--- config.mk ---
export PLATFORM = sky130hd
export DESIGN_NAME = conv_tap_iter_flat
export DESIGN_NICKNAME = d
export VERILOG_FILES = /design/src/rtl/conv_pkg.sv /design/src/rtl/conv_tap_iter_if.sv /design/src/rtl/wrap_counter.sv /design/src/rtl/conv_tap_iter.sv /design/src/flat_wrapper.sv
export SDC_FILE = /design/constraint.sdc
export NUM_CORES = 1
export LEC_CHECK = 0
export CORE_MARGIN = 2
export CORE_UTILIZATION = 63
export CTS_BUF_LIST = sky130_fd_sc_hd__clkbuf_4 sky130_fd_sc_hd__clkbuf_8
export CTS_CLUSTER_DIAMETER = 40
export CTS_CLUSTER_SIZE = 28
export DETAILED_ROUTE_END_ITERATION = 16
export GPL_TIMING_DRIVEN = 0
export PLACE_DENSITY = 0.91
export SLEW_MARGIN = 15
export SYNTH_ARGS = -nofsm -noshare
export SYNTH_HDL_FRONTEND = slang
export SYNTH_SLANG_ARGS = --single-unit
--- constraint.sdc ---
create_clock -name clk -period 12.9 [get_ports clk]
set_input_delay 3.87 -clock clk [delete_from_list [all_inputs] [get_ports clk]]
set_output_delay 3.87 -clock clk [all_outputs]
set_load 0.02 [all_outputs]
--- src/rtl/conv_pkg.sv ---
// -----------------------------------------------------------------------------
// conv_pkg
// Shared definitions for the convolution tap iterator:
//   - default layer dimensions (the full-size layer the iterator was built for)
//   - IDLE/RUN state encoding
//   - tap-descriptor field widths, expressed relative to the index width W
// -----------------------------------------------------------------------------
package conv_pkg;

   // Default layer dimensions
   localparam int DEF_W          = 8;
   localparam int DEF_DIM_IMG    = 32;
   localparam int DEF_DIM_OUT    = 32;
   localparam int DEF_DIM_KERNEL = 5;
   localparam int DEF_IN_CH      = 3;
   localparam int DEF_OUT_CH     = 32;
   localparam int DEF_STRIDE     = 1;
   localparam int DEF_PADDING    = 2;

   // Iterator state
   typedef enum logic {
      ST_IDLE = 1'b0,
      ST_RUN  = 1'b1
   } state_e;

   // in_row/in_col are W+1 bits signed; they are evaluated in W+2 bits so
   // that STRIDE*index + ker - PADDING cannot overflow before truncation.
   localparam int COORD_EXTRA = 1;
   localparam int CALC_EXTRA  = 2;

endpackage

--- src/rtl/conv_tap_iter_if.sv ---
// -----------------------------------------------------------------------------
// conv_tap_iter_if
// Handshake and tap-descriptor bundle between the layer controller, the
// iterator and the MAC/accumulator datapath.
//   start            controller -> iterator, start pulse
//   ready            datapath   -> iterator, accepts current tap
//   valid            iterator   -> datapath, tap descriptor valid
//   out_ch/out_row/out_col, ker_row/ker_col/in_ch   loop indices (W bits)
//   in_row/in_col    signed input-image coordinate (W+1 bits)
//   in_bounds        coordinate lies inside the image
//   first/last       window markers
//   busy/done        iterator status
// Modports: master = iterator side, slave = controller/datapath side.
// -----------------------------------------------------------------------------
interface conv_tap_iter_if
   import conv_pkg::*;
#(
   parameter int W = DEF_W
) ();

   logic                         start;
   logic                         ready;
   logic                         valid;
   logic [W-1:0]                 out_ch;
   logic [W-1:0]                 out_row;
   logic [W-1:0]                 out_col;
   logic [W-1:0]                 ker_row;
   logic [W-1:0]                 ker_col;
   logic [W-1:0]                 in_ch;
   logic signed [W+COORD_EXTRA-1:0] in_row;
   logic signed [W+COORD_EXTRA-1:0] in_col;
   logic                         in_bounds;
   logic                         first;
   logic                         last;
   logic                         busy;
   logic                         done;

   modport master (
      input  start, ready,
      output valid, out_ch, out_row, out_col, ker_row, ker_col, in_ch,
             in_row, in_col, in_bounds, first, last, busy, done
   );

   modport slave (
      output start, ready,
      input  valid, out_ch, out_row, out_col, ker_row, ker_col, in_ch,
             in_row, in_col, in_bounds, first, last, busy, done
   );

endinterface

--- src/rtl/wrap_counter.sv ---
// -----------------------------------------------------------------------------
// wrap_counter
// W-bit modulo-LIMIT counter used as one level of the loop nest.
//   clk, reset  clock, asynchronous active-high reset
//   inc         advance by one
//   clr         synchronous clear to 0 (has priority over inc)
//   value       current count
//   wrap        inc while value == LIMIT-1; carry into the next level
// -----------------------------------------------------------------------------
module wrap_counter #(
   parameter int W     = 8,
   parameter int LIMIT = 4
) (
   input  logic         clk,
   input  logic         reset,
   input  logic         inc,
   input  logic         clr,
   output logic [W-1:0] value,
   output logic         wrap
);

   localparam logic [W-1:0] LAST = W'(LIMIT - 1);

   logic [W-1:0] value_q;
   logic [W-1:0] value_d;

   // NOTE: the default assignment first keeps every path assigned, so no latch.
   always_comb begin
      value_d = value_q;
      if (clr) begin
         value_d = '0;
      end else if (inc) begin
         value_d = (value_q == LAST) ? '0 : value_q + W'(1);
      end
   end

   // NOTE: state registers use non-blocking assignment so all flops update together.
   always_ff @(posedge clk or posedge reset) begin
      if (reset) value_q <= '0;
      else       value_q <= value_d;
   end

   assign value = value_q;
   assign wrap  = inc && (value_q == LAST);

endmodule

--- src/rtl/conv_tap_iter.sv ---
// -----------------------------------------------------------------------------
// conv_tap_iter
// Convolution loop-nest iterator. Walks (out_ch, out_row, out_col, ker_row,
// ker_col, in_ch), innermost last in that list, and emits one registered tap
// descriptor per cycle over a valid/ready handshake.
//   clk    clock, rising edge
//   reset  asynchronous, active-high reset
//   tap    conv_tap_iter_if.master: start/ready in; descriptor, busy, done out
//
// Build option: CONV_ITER_SKIP_PAD_EN
//   undefined - every tap is emitted, padding taps carry in_bounds=0
//   defined   - out-of-bounds taps are stepped over internally (one per cycle,
//               independent of ready); the window's last tap is always emitted
//
// Structure: the six counters hold the next candidate tap. A candidate is
// either loaded into the output registers (when the output slot is empty or
// being handshaken) or, with skipping enabled, dropped. After the final
// candidate is taken, the handshake of the tap in the output slot ends the run.
// -----------------------------------------------------------------------------
module conv_tap_iter
   import conv_pkg::*;
#(
   parameter int W          = DEF_W,
   parameter int DIM_IMG    = DEF_DIM_IMG,
   parameter int DIM_OUT    = DEF_DIM_OUT,
   parameter int DIM_KERNEL = DEF_DIM_KERNEL,
   parameter int IN_CH      = DEF_IN_CH,
   parameter int OUT_CH     = DEF_OUT_CH,
   parameter int STRIDE     = DEF_STRIDE,
   parameter int PADDING    = DEF_PADDING
) (
   input logic             clk,
   input logic             reset,
   conv_tap_iter_if.master tap
);

   localparam int CW = W + CALC_EXTRA;
   localparam int OW = W + COORD_EXTRA;

   localparam logic signed [CW-1:0] STRIDE_S = CW'(STRIDE);
   localparam logic signed [CW-1:0] PAD_S    = CW'(PADDING);
   localparam logic signed [CW-1:0] DIM_S    = CW'(DIM_IMG);
   localparam logic [W-1:0]         K_LAST   = W'(DIM_KERNEL - 1);
   localparam logic [W-1:0]         IC_LAST  = W'(IN_CH - 1);

   // Candidate counters and their carries
   logic [W-1:0] ic_cnt, kc_cnt, kr_cnt, ocl_cnt, orw_cnt, oc_cnt;
   logic         ic_wrap, kc_wrap, kr_wrap, ocl_wrap, orw_wrap, oc_wrap;

   // Control state
   state_e state_q;
   logic   cand_valid_q;   // counters hold a tap not yet taken
   logic   first_pend_q;   // window started, no tap of it emitted yet
   logic   valid_q, busy_q, done_q;

   // Output descriptor registers
   logic [W-1:0]         oc_q, orw_q, ocl_q, kr_q, kc_q, ic_q;
   logic signed [OW-1:0] in_row_q, in_col_q;
   logic                 inb_q, first_q, last_q;

   // Candidate decode
   logic signed [CW-1:0] row_full, col_full;
   logic                 cand_inb, cand_last, cand_first;
   logic                 out_free, skip, load, adv, clr;

   assign clr = (state_q == ST_IDLE) && tap.start;

   wrap_counter #(.W(W), .LIMIT(IN_CH)) u_ic (
      .clk(clk), .reset(reset), .inc(adv), .clr(clr),
      .value(ic_cnt), .wrap(ic_wrap)
   );
   wrap_counter #(.W(W), .LIMIT(DIM_KERNEL)) u_kc (
      .clk(clk), .reset(reset), .inc(ic_wrap), .clr(clr),
      .value(kc_cnt), .wrap(kc_wrap)
   );
   wrap_counter #(.W(W), .LIMIT(DIM_KERNEL)) u_kr (
      .clk(clk), .reset(reset), .inc(kc_wrap), .clr(clr),
      .value(kr_cnt), .wrap(kr_wrap)
   );
   wrap_counter #(.W(W), .LIMIT(DIM_OUT)) u_ocl (
      .clk(clk), .reset(reset), .inc(kr_wrap), .clr(clr),
      .value(ocl_cnt), .wrap(ocl_wrap)
   );
   wrap_counter #(.W(W), .LIMIT(DIM_OUT)) u_orw (
      .clk(clk), .reset(reset), .inc(ocl_wrap), .clr(clr),
      .value(orw_cnt), .wrap(orw_wrap)
   );
   wrap_counter #(.W(W), .LIMIT(OUT_CH)) u_oc (
      .clk(clk), .reset(reset), .inc(orw_wrap), .clr(clr),
      .value(oc_cnt), .wrap(oc_wrap)
   );

   // Input coordinates in wide signed math; indices are zero-extended first.
   assign row_full = STRIDE_S * signed'(CW'(orw_cnt)) + signed'(CW'(kr_cnt)) - PAD_S;
   assign col_full = STRIDE_S * signed'(CW'(ocl_cnt)) + signed'(CW'(kc_cnt)) - PAD_S;

   assign cand_inb   = (row_full >= 0) && (row_full < DIM_S) &&
                       (col_full >= 0) && (col_full < DIM_S);
   assign cand_last  = (kr_cnt == K_LAST) && (kc_cnt == K_LAST) && (ic_cnt == IC_LAST);
   // The window-start condition is folded into the sticky flag so a skipped
   // window-start tap still marks the next emitted tap as first.
   assign cand_first = first_pend_q ||
                       ((kr_cnt == '0) && (kc_cnt == '0) && (ic_cnt == '0));

   assign out_free = !valid_q || tap.ready;

`ifdef CONV_ITER_SKIP_PAD_EN
   assign skip = cand_valid_q && !cand_inb && !cand_last;
`else
   assign skip = 1'b0;
`endif

   assign load = cand_valid_q && !skip && out_free;
   assign adv  = skip || load;

   always_ff @(posedge clk or posedge reset) begin
      if (reset) begin
         state_q      <= ST_IDLE;
         cand_valid_q <= 1'b0;
         first_pend_q <= 1'b0;
         valid_q      <= 1'b0;
         busy_q       <= 1'b0;
         done_q       <= 1'b0;
         oc_q         <= '0;
         orw_q        <= '0;
         ocl_q        <= '0;
         kr_q         <= '0;
         kc_q         <= '0;
         ic_q         <= '0;
         in_row_q     <= '0;
         in_col_q     <= '0;
         inb_q        <= 1'b0;
         first_q      <= 1'b0;
         last_q       <= 1'b0;
      end else begin
         done_q <= 1'b0;
         case (state_q)
            ST_IDLE: begin
               if (tap.start) begin
                  state_q      <= ST_RUN;
                  busy_q       <= 1'b1;
                  cand_valid_q <= 1'b1;
                  first_pend_q <= 1'b0;
               end
            end
            ST_RUN: begin
               if (load) begin
                  valid_q  <= 1'b1;
                  oc_q     <= oc_cnt;
                  orw_q    <= orw_cnt;
                  ocl_q    <= ocl_cnt;
                  kr_q     <= kr_cnt;
                  kc_q     <= kc_cnt;
                  ic_q     <= ic_cnt;
                  in_row_q <= row_full[OW-1:0];
                  in_col_q <= col_full[OW-1:0];
                  inb_q    <= cand_inb;
                  first_q  <= cand_first;
                  last_q   <= cand_last;
               end else if (valid_q && tap.ready) begin
                  valid_q <= 1'b0;
                  // Slot drained with no candidate left: that was the final tap.
                  if (!cand_valid_q) begin
                     state_q <= ST_IDLE;
                     busy_q  <= 1'b0;
                     done_q  <= 1'b1;
                  end
               end
               if (adv) begin
                  // Carry out of the outermost counter means the final tap was
                  // just taken; the counters have already wrapped back to 0.
                  cand_valid_q <= !oc_wrap;
                  first_pend_q <= skip ? cand_first : 1'b0;
               end
            end
            default: state_q <= ST_IDLE;
         endcase
      end
   end

   assign tap.valid     = valid_q;
   assign tap.out_ch    = oc_q;
   assign tap.out_row   = orw_q;
   assign tap.out_col   = ocl_q;
   assign tap.ker_row   = kr_q;
   assign tap.ker_col   = kc_q;
   assign tap.in_ch     = ic_q;
   assign tap.in_row    = in_row_q;
   assign tap.in_col    = in_col_q;
   assign tap.in_bounds = inb_q;
   assign tap.first     = first_q;
   assign tap.last      = last_q;
   assign tap.busy      = busy_q;
   assign tap.done      = done_q;

endmodule

--- src/flat_wrapper.sv ---
// flat-port wrapper written by rule: the top's interface ports become plain ports
module conv_tap_iter_flat import conv_pkg::*;
#(
   parameter int W          = DEF_W,
   parameter int DIM_IMG    = DEF_DIM_IMG,
   parameter int DIM_OUT    = DEF_DIM_OUT,
   parameter int DIM_KERNEL = DEF_DIM_KERNEL,
   parameter int IN_CH      = DEF_IN_CH,
   parameter int OUT_CH     = DEF_OUT_CH,
   parameter int STRIDE     = DEF_STRIDE,
   parameter int PADDING    = DEF_PADDING
)
  (clk, reset, tap_start, tap_ready, tap_valid, tap_out_ch, tap_out_row, tap_out_col, tap_ker_row, tap_ker_col, tap_in_ch, tap_in_row, tap_in_col, tap_in_bounds, tap_first, tap_last, tap_busy, tap_done);
  conv_tap_iter_if #(.W(W)) tap_i ();
  input logic clk;
  input logic reset;
  input wire logic [$bits(tap_i.start)-1:0] tap_start;
  input wire logic [$bits(tap_i.ready)-1:0] tap_ready;
  output wire logic [$bits(tap_i.valid)-1:0] tap_valid;
  output wire logic [$bits(tap_i.out_ch)-1:0] tap_out_ch;
  output wire logic [$bits(tap_i.out_row)-1:0] tap_out_row;
  output wire logic [$bits(tap_i.out_col)-1:0] tap_out_col;
  output wire logic [$bits(tap_i.ker_row)-1:0] tap_ker_row;
  output wire logic [$bits(tap_i.ker_col)-1:0] tap_ker_col;
  output wire logic [$bits(tap_i.in_ch)-1:0] tap_in_ch;
  output wire logic [$bits(tap_i.in_row)-1:0] tap_in_row;
  output wire logic [$bits(tap_i.in_col)-1:0] tap_in_col;
  output wire logic [$bits(tap_i.in_bounds)-1:0] tap_in_bounds;
  output wire logic [$bits(tap_i.first)-1:0] tap_first;
  output wire logic [$bits(tap_i.last)-1:0] tap_last;
  output wire logic [$bits(tap_i.busy)-1:0] tap_busy;
  output wire logic [$bits(tap_i.done)-1:0] tap_done;
  assign tap_i.start = tap_start;
  assign tap_i.ready = tap_ready;
  assign tap_valid = tap_i.valid;
  assign tap_out_ch = tap_i.out_ch;
  assign tap_out_row = tap_i.out_row;
  assign tap_out_col = tap_i.out_col;
  assign tap_ker_row = tap_i.ker_row;
  assign tap_ker_col = tap_i.ker_col;
  assign tap_in_ch = tap_i.in_ch;
  assign tap_in_row = tap_i.in_row;
  assign tap_in_col = tap_i.in_col;
  assign tap_in_bounds = tap_i.in_bounds;
  assign tap_first = tap_i.first;
  assign tap_last = tap_i.last;
  assign tap_busy = tap_i.busy;
  assign tap_done = tap_i.done;
  conv_tap_iter #(.W(W), .DIM_IMG(DIM_IMG), .DIM_OUT(DIM_OUT), .DIM_KERNEL(DIM_KERNEL), .IN_CH(IN_CH), .OUT_CH(OUT_CH), .STRIDE(STRIDE), .PADDING(PADDING)) u_core (.clk(clk), .reset(reset), .tap(tap_i));
endmodule
==> reports/metrics.yaml <==
worstPathArrival_ps: 6300
synth.distinct_cells: 58
portBuffers: 75
core_area_sq_um: 9770
layout_common_cells: "nand2_1, dfrtp_1, clkdlybuf4s50_1"
htree_levels: 4
drt-initial-drc-count: 304
finalHoldViolCount: 0
path_cells: "clkdlybuf4s50_1, or2b_2, nand3_1, clkbuf_1, clkbuf_1, clkbuf_1, nand2_1, nand2_1"
grt_pass1_wl_mm: 26.3
required_ps: 13290
fill_cells: 657
ant_nets: 0
antenna_cells: 0
max_freq_ghz: 0.169
drc: 0
dr.pass1.iters: 5
nNetsFinal: 823
crit_top_cell: "clkbuf_1"
grt.overflow.total: 0
vias: 5429
clockBufferDepth: 2
die_h_um: 104
synthTopCellsByArea: "dfrtp_1, nand2_1, ha_1"
rsz0062_at_grt: "no"
async_flop_share_pct: 100
grt_pass1_vias: 5276
cts_root_buffer: "clkbuf_8"
holdPathEnd: "u_core.tap.out_ch[1]$_DFFE_PP0P_"
p_leak_uw: 0.00358
wl_per_cell_um: 17.4
ys.flop_type: "dfrtp_1"
fin_worst_skew_ps: 11.8
slew_headroom_pct: 57.8
path_delay_family: "buffers and inverters"
cap_violations: 0
finalCritPeriodShare_pct: 45.9
cp_max_fo: 10
ff_latch_area_sq_um: 3050
hold-path-cell-count: 2
clkTransAtPathRegs_ps: 70
mappedNetlistArea_sq_um: 6360
start_util_pct: 65.1
io-pin-count: 76
r2r-end: "u_core.tap.in_bounds$_DFFE_PP0P_"
path_buf_inv: 4
die_area_sq_um: 10900
final.setup.tns_ps: 0
ir_drop_v: 0.0000991
cts_setup_buffers: 0
multi_input_area_sq_um: 2940
tightest_slew_ps: 634
slowest_delay_ps: 540
grt_max_degree: 70
layout_min_cycle_time_ps: 5910
min-delay-start: "u_core.tap.out_ch[1]$_DFFE_PP0P_"
dieWidth_um: 104
synth-edff-count: 0
synthCells: 682
antenna_found_initial: 0
critPathLaunchType: "primary input"
gp_congestion: 0.964
place_hpwl_mm: 11.8
routed_wl_mm: 16.0
synth_nets: 728
avgSynthCellArea_sq_um: 9.33
cp-end-kind: "flip-flop"
syn_to_final_growth_pct: 21.4
ctsResizeCount: 0
yosysTopAreaCell: "dfrtp_1"
synth-seq-cells: 122
drive_gt1_share_pct: 7.22
min_path_type: "reg -> reg"
synth_top_area_share_pct: 48.0
p_per_area_nw_per_um2: 192
cts_hold_buf: 0
final_common_cell: "nand2_1"
path_class: "in -> reg"
numCtsBuffers: 17
reg2regPathDepth: 10
finalSetupViolations: 0
yosysWarningCount: 0
critPathLaunch: "tap_ready"
crit-reg2reg-launch: "u_core.u_kr.value[3]$_DFFE_PP0P_"
cp_slowest_cell: "clkbuf_1"
track_usage_pct: 30.9
rows: 36
r2r_slack_ps: 9690
clkSinkCount: 122
tritoncts: "built"
drv_slew: 0
outcome: "complete, no violations"
avgViaCountPerCell: 5.89
seq_area_frac_synth_pct: 48.0
clk-insertion-delay-late_ps: 450
finalPower_uw: 1480
==> cells in the mapped netlist, drive strengths merged (7+ instances only) <==
master  instances
nor4           10
nand3          20
inv            66
xnor2          27
dfrtp         122
clkbuf         22
xor2           10
nor2           44
and3            7
or3             8
nand4          17
a21oi          22
nand2         144
ha             40
o21ai          51
==> power breakdown <==
| part | total (uW) | switching [uW] | internal, uW | leakage (uW) |
|---|---|---|---|---|
| Combinational | 603 | 357 | 246 | 0.00176 |
| Sequential | 524 | 62.4 | 462 | 0.00162 |
| Clock | 354 | 155 | 199 | 0.000199 |
==> registers in the layout, summed over array words and instances (netlist names), 8 cells and up <==
register / cells
u_core.tap.in_ch: 8
u_core.tap.ker_col: 8
u_core.tap.out_row: 8
u_core.tap.out_ch: 8
u_core.u_ocl.value: 8
u_core.u_kr.value: 8
u_core.u_orw.value: 8
u_core.u_ic.value: 8
u_core.tap.in_row: 9
u_core.u_oc.value: 8
u_core.tap.ker_row: 8
u_core.u_kc.value: 8
u_core.tap.in_col: 9
u_core.tap.out_col: 8
==> how the worst max path moves through the flow <==
stage | end | slack (ps) | depth (start not counted)
after CTS | u_core.tap.out_ch[7]$_DFFE_PP0P_ | 6990 | 8
after floorplan | u_core.cand_valid_q$_DFFE_PP0P_ | 5790 | 1
after detailed placement | u_core.tap.out_ch[7]$_DFFE_PP0P_ | 6540 | 8
after global placement | u_core.tap.ker_col[2]$_DFFE_PP0P_ | 4240 | 2
after global routing | u_core.tap.out_ch[0]$_DFFE_PP0P_ | 6820 | 8
final | u_core.tap.out_ch[7]$_DFFE_PP0P_ | 6990 | 8
==> through the flow <==
| stage | setup slack [ps] | util (%) | hold WS (ps) | instance area (sq um) | instances |
|---|---|---|---|---|---|
| after floorplan | 5790 | - | 469 | 6360 | 682 |
| after global placement | 4240 | 74.5 | 461 | 7280 | 890 |
| after detailed placement | 6540 | 74.8 | 462 | 7310 | 891 |
| after CTS | 6990 | 79.0 | 480 | 7720 | 922 |
| after global routing | 6820 | 79.0 | 504 | 7720 | 922 |
| final | 6990 | 79.0 | 477 | 7720 | 922 |
==> layer usage <==
| metal | wire, um | vias up | track usage (%) |
|---|---|---|---|
| met5 | 0 | - | 0 |
| met4 | 572 | 0 | 13.9 |
| met3 | 1030 | 48 | 6.95 |
| met2 | 7610 | 233 | 48.7 |
| met1 | 6810 | 2670 | 41.1 |
| li1 | - | 2478 | - |
==> cells by family after synthesis <==
group / count (synthesis) / synth area share (%)
xor gates and xnor gates: 37 / 5.09
muxes: 5 / 0.826
adders and majority gates: 42 / 8.50
AOI/OAI and AO/OA: 102 / 9.74
DFF: 122 / 48.0
and+or+nand+nor: 280 / 22.1
buffers and inverters: 94 / 5.76
==> worst register-to-register path, cell delays in order (launching register included) <==
cell and delay [ps]:
dfrtp_1 460, inv_1 180, ha_1 320, inv_1 40
ha_1 350, nor2b_4 150, o31a_1 270, o21a_1 210
or4_1 470, a2111o_1 390, o41ai_2 270
==> cell type report <==
| class | count | share of cell area (%) |
|---|---|---|
| Tap cell | 133 | 2.16 |
| Inverter | 66 | 3.27 |
| Clock inverter | 12 | 1.93 |
| Clock buffer | 19 | 3.39 |
| Multi-Input combinational cell | 466 | 38.1 |
| Timing Repair Buffer | 76 | 10.1 |
| Sequential cell | 122 | 39.5 |
| Buffer | 28 | 1.54 |
No activity file was read; power rests on OpenSTA's default activity.
